[config.mk]
export PLATFORM = sky130hd
export DESIGN_NAME = address_generator
export DESIGN_NICKNAME = d
export VERILOG_FILES = /design/src/rtl/address_generator.sv
export SDC_FILE = /design/constraint.sdc
export NUM_CORES = 1
export LEC_CHECK = 0
export CAP_MARGIN = 20
export CORE_MARGIN = 2
export CORE_UTILIZATION = 44
export DETAILED_ROUTE_END_ITERATION = 16
export HOLD_SLACK_MARGIN = 0.08
export PLACE_DENSITY = 0.87
export SYNTH_ARGS = -nofsm -noshare
export SYNTH_HDL_FRONTEND = slang
export SYNTH_SLANG_ARGS = --single-unit
[constraint.sdc]
create_clock -name clk -period 3.4 [get_ports clk]
set_clock_uncertainty 0.1 [all_clocks]
set_input_delay 0.34 -clock clk [delete_from_list [all_inputs] [get_ports clk]]
set_output_delay 0.34 -clock clk [all_outputs]
set_load 0.1 [all_outputs]
[src/rtl/address_generator.sv]
// Purpose: 6502 program counter owner and address bus driver, including the post-reset vector fetch.
// Latency: address_bus is combinational from the state, pc and selects; pc/core_ready update on the rising edge of clk.
// Backpressure: rdy=0 freezes state, pc and core_ready, and drops any pc_enable/pc_load presented that cycle.
// Ports:
//   clk, res (sync active-low)    clock and reset
//   rdy                           advance enable
//   pc_enable, pc_load            PC increment/load requests, honoured only in RUN; load wins
//   pc_load_value                 jump target
//   address_select                0/3 = pc, 1 = memory_address, 2 = zero page {8'h00, alu_result}
//   memory_address, alu_result    operand address sources
//   data_in                       data bus, captured during the vector fetch
//   address_bus, pc               memory address and current program counter
//   core_ready, vector_fetch      decoder stall release; vector fetch in progress
module address_generator #(
    parameter logic [15:0] RESET_VECTOR = 16'hFFFC,
    parameter logic [15:0] PC_RESET     = 16'h0000
) (
    input  logic        clk,
    input  logic        res,
    input  logic        rdy,
    input  logic        pc_enable,
    input  logic        pc_load,
    input  logic [15:0] pc_load_value,
    input  logic [1:0]  address_select,
    input  logic [15:0] memory_address,
    input  logic [7:0]  alu_result,
    input  logic [7:0]  data_in,
    output logic [15:0] address_bus,
    output logic [15:0] pc,
    output logic        core_ready,
    output logic        vector_fetch
);

    typedef enum logic [1:0] {
        HOLD   = 2'd0,
        VEC_LO = 2'd1,
        VEC_HI = 2'd2,
        RUN    = 2'd3
    } state_t;

    // High byte of the vector sits one above the low byte, wrapping within 16 bits.
    localparam logic [15:0] VECTOR_HI_ADDR = RESET_VECTOR + 16'd1;

    state_t state;
    state_t state_nxt;

    // State register
    always_ff @(posedge clk) begin
        if (!res) begin
            state <= HOLD;
        end else if (rdy) begin
            state <= state_nxt;
        end
    end

    // Next-state logic: a one-shot walk through the vector fetch, then RUN forever.
    always_comb begin
        state_nxt = state;
        case (state)
            HOLD:    state_nxt = VEC_LO;
            VEC_LO:  state_nxt = VEC_HI;
            VEC_HI:  state_nxt = RUN;
            RUN:     state_nxt = RUN;
            default: state_nxt = HOLD;
        endcase
    end

    // Output logic: address selection is only meaningful once the PC is valid.
    always_comb begin
        address_bus  = RESET_VECTOR;
        vector_fetch = 1'b0;
        case (state)
            HOLD: begin
                address_bus  = RESET_VECTOR;
                vector_fetch = 1'b0;
            end
            VEC_LO: begin
                address_bus  = RESET_VECTOR;
                vector_fetch = 1'b1;
            end
            VEC_HI: begin
                address_bus  = VECTOR_HI_ADDR;
                vector_fetch = 1'b1;
            end
            RUN: begin
                case (address_select)
                    2'd1:    address_bus = memory_address;
                    2'd2:    address_bus = {8'h00, alu_result};
                    default: address_bus = pc;
                endcase
            end
            default: begin
                address_bus  = RESET_VECTOR;
                vector_fetch = 1'b0;
            end
        endcase
    end

    // PC and ready flag. Requests seen while rdy=0 are simply not acted on, never queued.
    always_ff @(posedge clk) begin
        if (!res) begin
            pc         <= PC_RESET;
            core_ready <= 1'b0;
        end else if (rdy) begin
            case (state)
                VEC_LO: pc[7:0] <= data_in;
                VEC_HI: begin
                    pc[15:8]   <= data_in;
                    core_ready <= 1'b1;
                end
                RUN: begin
                    if (pc_load) begin
                        pc <= pc_load_value;
                    end else if (pc_enable) begin
                        pc <= pc + 16'd1;
                    end
                end
                default: pc <= pc;
            endcase
        end
    end

endmodule

==> results of run 1 <==
==> metal layers <==
layer / part of all wire (%) / routed length (um)
met1: 41 / 2420
met3: 9.9 / 583
met4: 2.1 / 125
met2: 47 / 2770
met5: 0 / 0
==> logic make-up (layout without fill, tap and decap cells) <==
kind of cell | after synthesis | in the layout | synth area share, %
and+or+nand+nor | 97 | 97 | 28.9
AOI/OAI and AO/OA | 80 | 80 | 33.9
buffers and inverters | 28 | 103 | 6.56
DFF | 19 | 19 | 21.7
adders and majority gates | 7 | 7 | 4.99
muxes | 5 | 5 | 2.92
xor gates and xnor gates | 2 | 2 | 0.998
==> worst paths after layout <==
kind / startpoint / to / slack [ns] / depth (start not counted)
hold reg to reg: core_ready$_SDFFE_PN0P_ / core_ready$_SDFFE_PN0P_ / 0.40 / 2
setup reg to reg: state[0]$_SDFFE_PN0P_ / pc[0]$_SDFFE_PN0P_ / 0.85 / 5
setup / recovery: address_select[0] / address_bus[14] / 0.80 / 6
hold / removal: core_ready$_SDFFE_PN0P_ / core_ready$_SDFFE_PN0P_ / 0.40 / 2
==> cells in the mapped netlist, types with 5 or more instances <==
cell type  number  area, um^2
nor2b_1         9        56.3
dfxtp_1        19         380
and2_1          5        31.3
a21oi_1        12        60.1
a22oi_1        16         120
inv_1           7        26.3
o211ai_1        8        60.1
ha_1            7        87.6
buf_2           8        40.0
nand3_1         5        25.0
o21ai_0        10        50.1
nand4_1         6        37.5
clkbuf_1       12        45.0
nand2_1        39         146
nor2_1         10        37.5
==> final cells by class <==
type / instances / area share, %
multi-input cells: 191 / 44.8
flip-flops and latches: 19 / 13.5
inverters: 7 / 0.933
well taps: 48 / 2.13
clock buffers: 4 / 1.60
repair buffers: 92 / 37.1
==> sequential cells by signal (all words and copies together) (netlist names) <==
| signal | cells |
|---|---|
| pc | 16 |
| state | 2 |
| core_ready | 1 |
==> where the power goes <==
group	internal, mW	switching, mW
Sequential	0.234	0.0232
Clock	0.0836	0.0824
Combinational	0.143	0.236
==> placed cells by master (no fill, tap or decap), types with 7 or more instances in the layout <==
cell and count:
clkdlybuf4s50_1 71, nand2_1 39, dfxtp_1 19, a22oi_1 16, buf_12 14, a21oi_1 12, o21ai_0 10, nor2_1 10
nor2b_1 9, o211ai_1 8, inv_1 7, ha_1 7, buf_4 7
==> worst max-delay path: stages <==
cell,delay (ns)
clkdlybuf4s50_1,0.49
ha_1,0.34
nor2b_1,0.51
a22oi_1,0.13
nand2_1,0.15
buf_12,0.19
==> metrics.cfg, run 1 <==
[floorplan]
start_util_pct=46.9
rows=22
die_y_um=67.2
pin_count=89
core_area_um2=3740
die_w_um=67.2
dieArea_um2=4510

[global_routing]
grtUsageMet1_pct=32.5
antenna_found_initial=0
grt_pass1_wl_mm=9.19
grt_max_degree=25
global_route.usage.met2_pct=46.0
track_usage_pct=26.5
met3_usage_pct=5.00
gr-total-overflow=0
grt_pass1_vias=2020
top_usage_layer=met2

[cts]
cts_setup_buffers=0
insertion_delay_ns=0.26
cts_resized=0
clock_sinks=19
clkTransAtPathRegs_ns=0.08
cts_tree=done
cts_buffers=3
htreeDepth=1
ctsLongestPathBuffers=2
postCtsHoldBufs=0
cts_root_buf=clkbuf_8

[synth]
synth_enable_flop_cells=0
yosys_most_used_dff=dfxtp_1
ys_types=53
synth.net_count=300
yosysSeqAreaShare_pct=21.7
netlist_area_um2=1760
synth_async_sr_flop_share_pct=0
syn_area_per_cell_um2=7.38
synth-warning-count=0
synth-seq-cells=19
synthCells=238

[place]
dp_cells=357
port-buffer-count=88
dp_hpwl_mm=4.61
post_dp_cell_area_um2=2770
routabilityCongestion=0.936
dp_worst_setup_slack_ns=0.813

[worst_setup_path]
cp_max_fo=9
crit_type=in2out
cp-end-kind=output port
start_kind=primary input
cp_data_arrival_time_ns=2.16
crit_required_ns=2.96

[power_and_ir_drop]
power_leakage_nw=0.997
ir_drop_mv=0.194
p_total_mw=0.802
powerDensity_nw_per_um2=285

[cells_and_area]
multi_input_area_um2=1260
syn_to_final_growth_pct=60.4
regArea_um2=380
final_area_um2=2820
fin_nets=376
drive_above_1_share_pct=11.2
utilization_pct=75.2
num_antenna_cells=0
fillerInstances=290
fin_cells=361

[sta]
final.setup.tns_ns=0
fin_crit_ns=2.60
max_freq_mhz=384
relSlewSlack_pct=34.1
whs_ns=0.396
rsz0062_at_grt=no
worst_pin_slew_ns=0.985
slew_violations=0
fin_crit_sh_pct=76.5
hold_viol_final=0
setup_ws_ns=0.799
setup_viol=0

[detailed_routing]
viasPerCell=5.99
drt_first_iter_violations=110
dr_total_vias=2164
post-route-drc-count=0
firstDrtPassIters=4
wl_per_cell_um=16.4
drtAntennaViolNets=0
finalWirelength_mm=5.90

[hold_path]
hp-class=reg2reg

[status]
outcome=finished, final reports clean

[run]
drv_cap=0

Note: power is estimated with default switching activity, not from simulation.
==> inputs of run 2 (changes only) <==
--- a/config.mk
+++ b/config.mk
@@ -7,10 +7,10 @@
 export LEC_CHECK = 0
 export CAP_MARGIN = 20
 export CORE_MARGIN = 2
-export CORE_UTILIZATION = 44
+export CORE_UTILIZATION = 41
 export DETAILED_ROUTE_END_ITERATION = 16
 export HOLD_SLACK_MARGIN = 0.08
-export PLACE_DENSITY = 0.87
+export PLACE_DENSITY = 0.82
 export SYNTH_ARGS = -nofsm -noshare
 export SYNTH_HDL_FRONTEND = slang
 export SYNTH_SLANG_ARGS = --single-unit
==> constraint.sdc (replaced) <==
create_clock -name clk -period 2.75 [get_ports clk]
set_clock_uncertainty 0.1 [all_clocks]
set_input_delay 0.275 -clock clk [delete_from_list [all_inputs] [get_ports clk]]
set_output_delay 0.275 -clock clk [all_outputs]
set_load 0.1 [all_outputs]
==> metrics.cfg, run 2 (synthesis gave the netlist of run 1 again) <==
[status]
outcome=finished, final reports clean

[power_and_ir_drop]
switchingPower_mw=0.419
p_total_mw=0.987
p_seq_share_pct=32.3
powerDensity_nw_per_um2=349
clockPowerShare_pct=20.3
ir_drop_mv=0.281
power_frac_comb_pct=47.4
power_leakage_nw=1.06
intPower_mw=0.568
swShare_pct=42.4

[floorplan]
die_w_um=69.4
rows=23
core_area_um2=4060
pin_count=89
die_y_um=69.4
start_util_pct=43.3
dieArea_um2=4820

[cts]
insertion_delay_ns=0.26
cts_setup_buffers=0
ctsLongestPathBuffers=2
cts_buffers=3
clock_sinks=19
postCtsHoldBufs=0
cts_root_buf=clkbuf_8
clkTransAtPathRegs_ns=0.07
htreeDepth=1
cts_tree=done
cts_resized=0

[sta]
rsz0062_at_grt=no
worst_pin_slew_ns=0.437
max_freq_mhz=438
hold_viol_final=0
relSlewSlack_pct=70.5
slew_violations=0
fin_crit_sh_pct=83.0
setup_ws_ns=0.467
fin_crit_ns=2.28
setup_viol=0
final.setup.tns_ns=0

[place]
dp_hpwl_mm=4.45
post_dp_cell_area_um2=2780
dp_worst_setup_slack_ns=0.471
routabilityCongestion=0.866
port-buffer-count=88

[hold_path]
hp-class=reg2reg
min-delay-start=core_ready$_SDFFE_PN0P_

[detailed_routing]
wl_per_cell_um=15.4
firstDrtPassIters=4
dr_total_vias=2109
viasPerCell=5.76
finalWirelength_mm=5.64
drtAntennaViolNets=0
drt_first_iter_violations=92
post-route-drc-count=0

[cells_and_area]
top_register=pc
num_antenna_cells=0
drive_above_1_share_pct=17.7
reg_top3=pc (16), state (2), core_ready (1)
final_cell_mix=54 x clkdlybuf4s50_1, 39 x nand2_1, 25 x buf_4
final_common_cell=clkdlybuf4s50_1
utilization_pct=69.6
final_area_um2=2820
fin_nets=379
largest_reg_flops=16
syn_to_final_growth_pct=60.9

[global_routing]
global_route.usage.met2_pct=38.2
met3_usage_pct=3.05
grt_pass1_wl_mm=9.18
track_usage_pct=23.0
gr-total-overflow=0
antenna_found_initial=0
grt_max_degree=21
top_usage_layer=met2
grt_pass1_vias=1930
grtUsageMet1_pct=30.7

[worst_setup_path]
cp_max_fo=9
cp-end-kind=output port
cp_data_arrival_time_ns=1.91
crit_required_ns=2.38
crit_type=in2out
rr_startpoint=pc[0]$_SDFFE_PN0P_
critPathLaunch=address_select[1]
start_kind=primary input

[run]
drv_cap=0

[run 2: per-layer routing]
metal / up-vias / wire length [um]
met2: 107 / 2640
met3: 11 / 540
met4: 0 / 102
met1: 937 / 2360
li1: 1054 / -
met5: - / 0
[run 2: through the flow]
step	hold slack, ns	cells
2_1_floorplan	0.349	238
3_3_place_gp	0.365	362
3_5_place_dp	0.362	362
4_1_cts	0.388	366
5_1_grt	0.423	366
6_report	0.375	366
[run 2: power by group through the flow]
| stage | logic (mW) | registers [mW] | clock network (mW) |
|---|---|---|---|
| after floorplan | 0.215 | 0.399 | 0 |
| after global placement | 0.462 | 0.324 | 0 |
| after detailed placement | 0.466 | 0.324 | 0 |
| after CTS | 0.468 | 0.318 | 0.200 |
| after global routing | 0.490 | 0.322 | 0.212 |
| final | 0.468 | 0.319 | 0.200 |
[run 2: worst max-delay path: stages]
cell and delay, ns:
clkdlybuf4s50_1 0.48, inv_1 0.05, ha_1 0.28, nor2b_1 0.18, buf_4 0.16, a22oi_1 0.18, nand2_1 0.12, buf_12 0.18
[run 2: worst paths after layout]
path	slack, ns	to	cells after the start
worst max-delay path	0.47	address_bus[9]	8
worst min-delay path	0.37	core_ready$_SDFFE_PN0P_	2
worst max register to register	0.55	pc[14]$_SDFFE_PN0P_	5
worst min register to register	0.37	core_ready$_SDFFE_PN0P_	2
[run 2: cell type report]
type | count | area (um^2)
flip-flops and latches | 19 | 380
repair buffers | 95 | 1050
clock inverters | 1 | 5.00
fillers | 343 | 1230
well taps | 50 | 62.6
clock buffers | 3 | 41.3
inverters | 7 | 26.3
multi-input cells | 191 | 1260
==> inputs of run 3 (changes only) <==
--- a/config.mk
+++ b/config.mk
@@ -7,10 +7,10 @@
 export LEC_CHECK = 0
 export CAP_MARGIN = 20
 export CORE_MARGIN = 2
-export CORE_UTILIZATION = 41
+export CORE_UTILIZATION = 37
 export DETAILED_ROUTE_END_ITERATION = 16
 export HOLD_SLACK_MARGIN = 0.08
-export PLACE_DENSITY = 0.82
+export PLACE_DENSITY = 0.78
 export SYNTH_ARGS = -nofsm -noshare
 export SYNTH_HDL_FRONTEND = slang
 export SYNTH_SLANG_ARGS = --single-unit
==> constraint.sdc (replaced) <==
create_clock -name clk -period 2 [get_ports clk]
set_clock_uncertainty 0.1 [all_clocks]
set_input_delay 0.2 -clock clk [delete_from_list [all_inputs] [get_ports clk]]
set_output_delay 0.2 -clock clk [all_outputs]
set_load 0.1 [all_outputs]
==> metrics.cfg, run 3 (synthesis gave the netlist of run 1 again) <==
[global_routing]
grt_pass1_vias=2095
track_usage_pct=23.5
grt_pass1_wl_mm=9.86
grt_max_degree=21
gr-total-overflow=0
antenna_found_initial=0

[place]
dp_hpwl_mm=4.77
port-buffer-count=88
routabilityCongestion=0.910
post_dp_cell_area_um2=2970
dp_worst_setup_slack_ns=-0.123

[cells_and_area]
drive_above_1_share_pct=34.0
reg_top3=pc (16), state (2), core_ready (1)
fin_nets=395
final_area_um2=3150
top_register=pc
final_common_cell=clkdlybuf4s50_1
final_cell_mix=52 x clkdlybuf4s50_1, 35 x buf_4, 31 x nand2_1
regArea_um2=408
multi_input_area_um2=1370
fillerInstances=373
syn_to_final_growth_pct=79.6
num_antenna_cells=0
largest_reg_flops=16

[cts]
cts_buffers=3
insertion_delay_ns=0.27
cts_root_buf=clkbuf_8
clkTransAtPathRegs_ns=0.07
ctsLongestPathBuffers=2
postCtsHoldBufs=0
clock_sinks=19
htreeDepth=1
cts_tree=done

[worst_setup_path]
critPathSlowestCell=dfxtp_2
start_kind=flop
crit_required_ns=1.70
crit_type=reg2out
path_buf_inv=3
path_delay_family=buffers and inverters
crit_path_cell_trace=ha_1 -> buf_6 -> nor2b_4 -> buf_12 -> o211ai_1 -> clkbuf_16
cp-end-kind=output port
cp_data_arrival_time_ns=1.64
cp_max_fo=14
slowest_delay_ns=0.34

[power_and_ir_drop]
power_leakage_nw=1.19
ir_drop_mv=0.349
powerDensity_nw_per_um2=464

[sta]
hold_viol_final=0
slew_violations=0
max_freq_mhz=516
fin_crit_ns=1.94
worst_pin_slew_ns=0.506
setup_ws_ns=0.0610
fin_crit_sh_pct=96.9
whs_ns=0.382
rsz0062_at_grt=no
relSlewSlack_pct=66.2
setup_viol=0

[floorplan]
die_w_um=72.9
dieArea_um2=5310
die_y_um=72.9
rows=25
pin_count=89
start_util_pct=37.7
core_area_um2=4660

[detailed_routing]
wl_per_cell_um=16.5
drt_first_iter_violations=144
finalWirelength_mm=6.36
firstDrtPassIters=4
post-route-drc-count=0
viasPerCell=5.76
dr_total_vias=2222
drtAntennaViolNets=0

[hold_path]
hp-class=reg2reg

[run]
drv_cap=0

[status]
outcome=finished, final reports clean

## run 3: cell count changes in the layout (fill, tap and decap cells not counted), sizes merged
cell,before,now
buf,41,55
clkbuf,3,6
clkdlybuf4s50,54,52
clkinv,1,0
dlygate4sd2,0,1
dlymetal6s2s,0,1
## run 3: per-stage QoR
step	power [mW]	setup TNS, ns	util (%)	cells
finish	1.46	0	67.7	386
global route	1.51	0	67.7	386
CTS	1.43	-0.0142	65.7	386
detailed placement	1.14	-1.02	63.7	380
global placement	1.13	-0.573	63.7	380
floorplan	0.862	-2.76	-	238
## run 3: path summary, 6_finish.rpt
check	from	to	slack, ns	depth (start not counted)
hold reg to reg	core_ready$_SDFFE_PN0P_	core_ready$_SDFFE_PN0P_	0.38	2
setup reg to reg	pc[0]$_SDFFE_PN0P_	pc[14]$_SDFFE_PN0P_	0.09	5
hold / removal	core_ready$_SDFFE_PN0P_	core_ready$_SDFFE_PN0P_	0.38	2
setup / recovery	state[0]$_SDFFE_PN0P_	address_bus[5]	0.06	6
## run 3: repair_timing
action,CTS,global route
cloned,0,1
pin swaps,1,8
resized for setup,9,20
buffers inserted,2,0
endpoints found under the setup margin,16,18
## run 3: worst register-to-register path, cell delays in order (launching register included)
cell and delay, ns:
dfxtp_4 0.35, ha_1 0.19, and4_1 0.25, or4b_1 0.47, mux2i_1 0.14, a221oi_1 0.30
## run 3: layout make-up
type / instances / area share (%)
clock buffers: 4 / 1.43
well taps: 54 / 2.14
inverters: 7 / 0.913
repair buffers: 111 / 39.2
multi-input cells: 191 / 43.3
flip-flops and latches: 19 / 12.9
## run 3: metal layers
metal	vias to the layer above	part of all wire [%]	global-route usage [%]
li1	1085	-	-
met1	1016	42	31.4
met2	110	47	39.7
met3	11	8.6	2.49
met4	0	1.9	7.61
met5	-	0	0
## run 3: power by group
| group | switching, mW | internal (mW) |
|---|---|---|
| Clock | 0.143 | 0.143 |
| Combinational | 0.440 | 0.304 |
| Sequential | 0.0315 | 0.401 |
| Total | 0.614 | 0.848 |
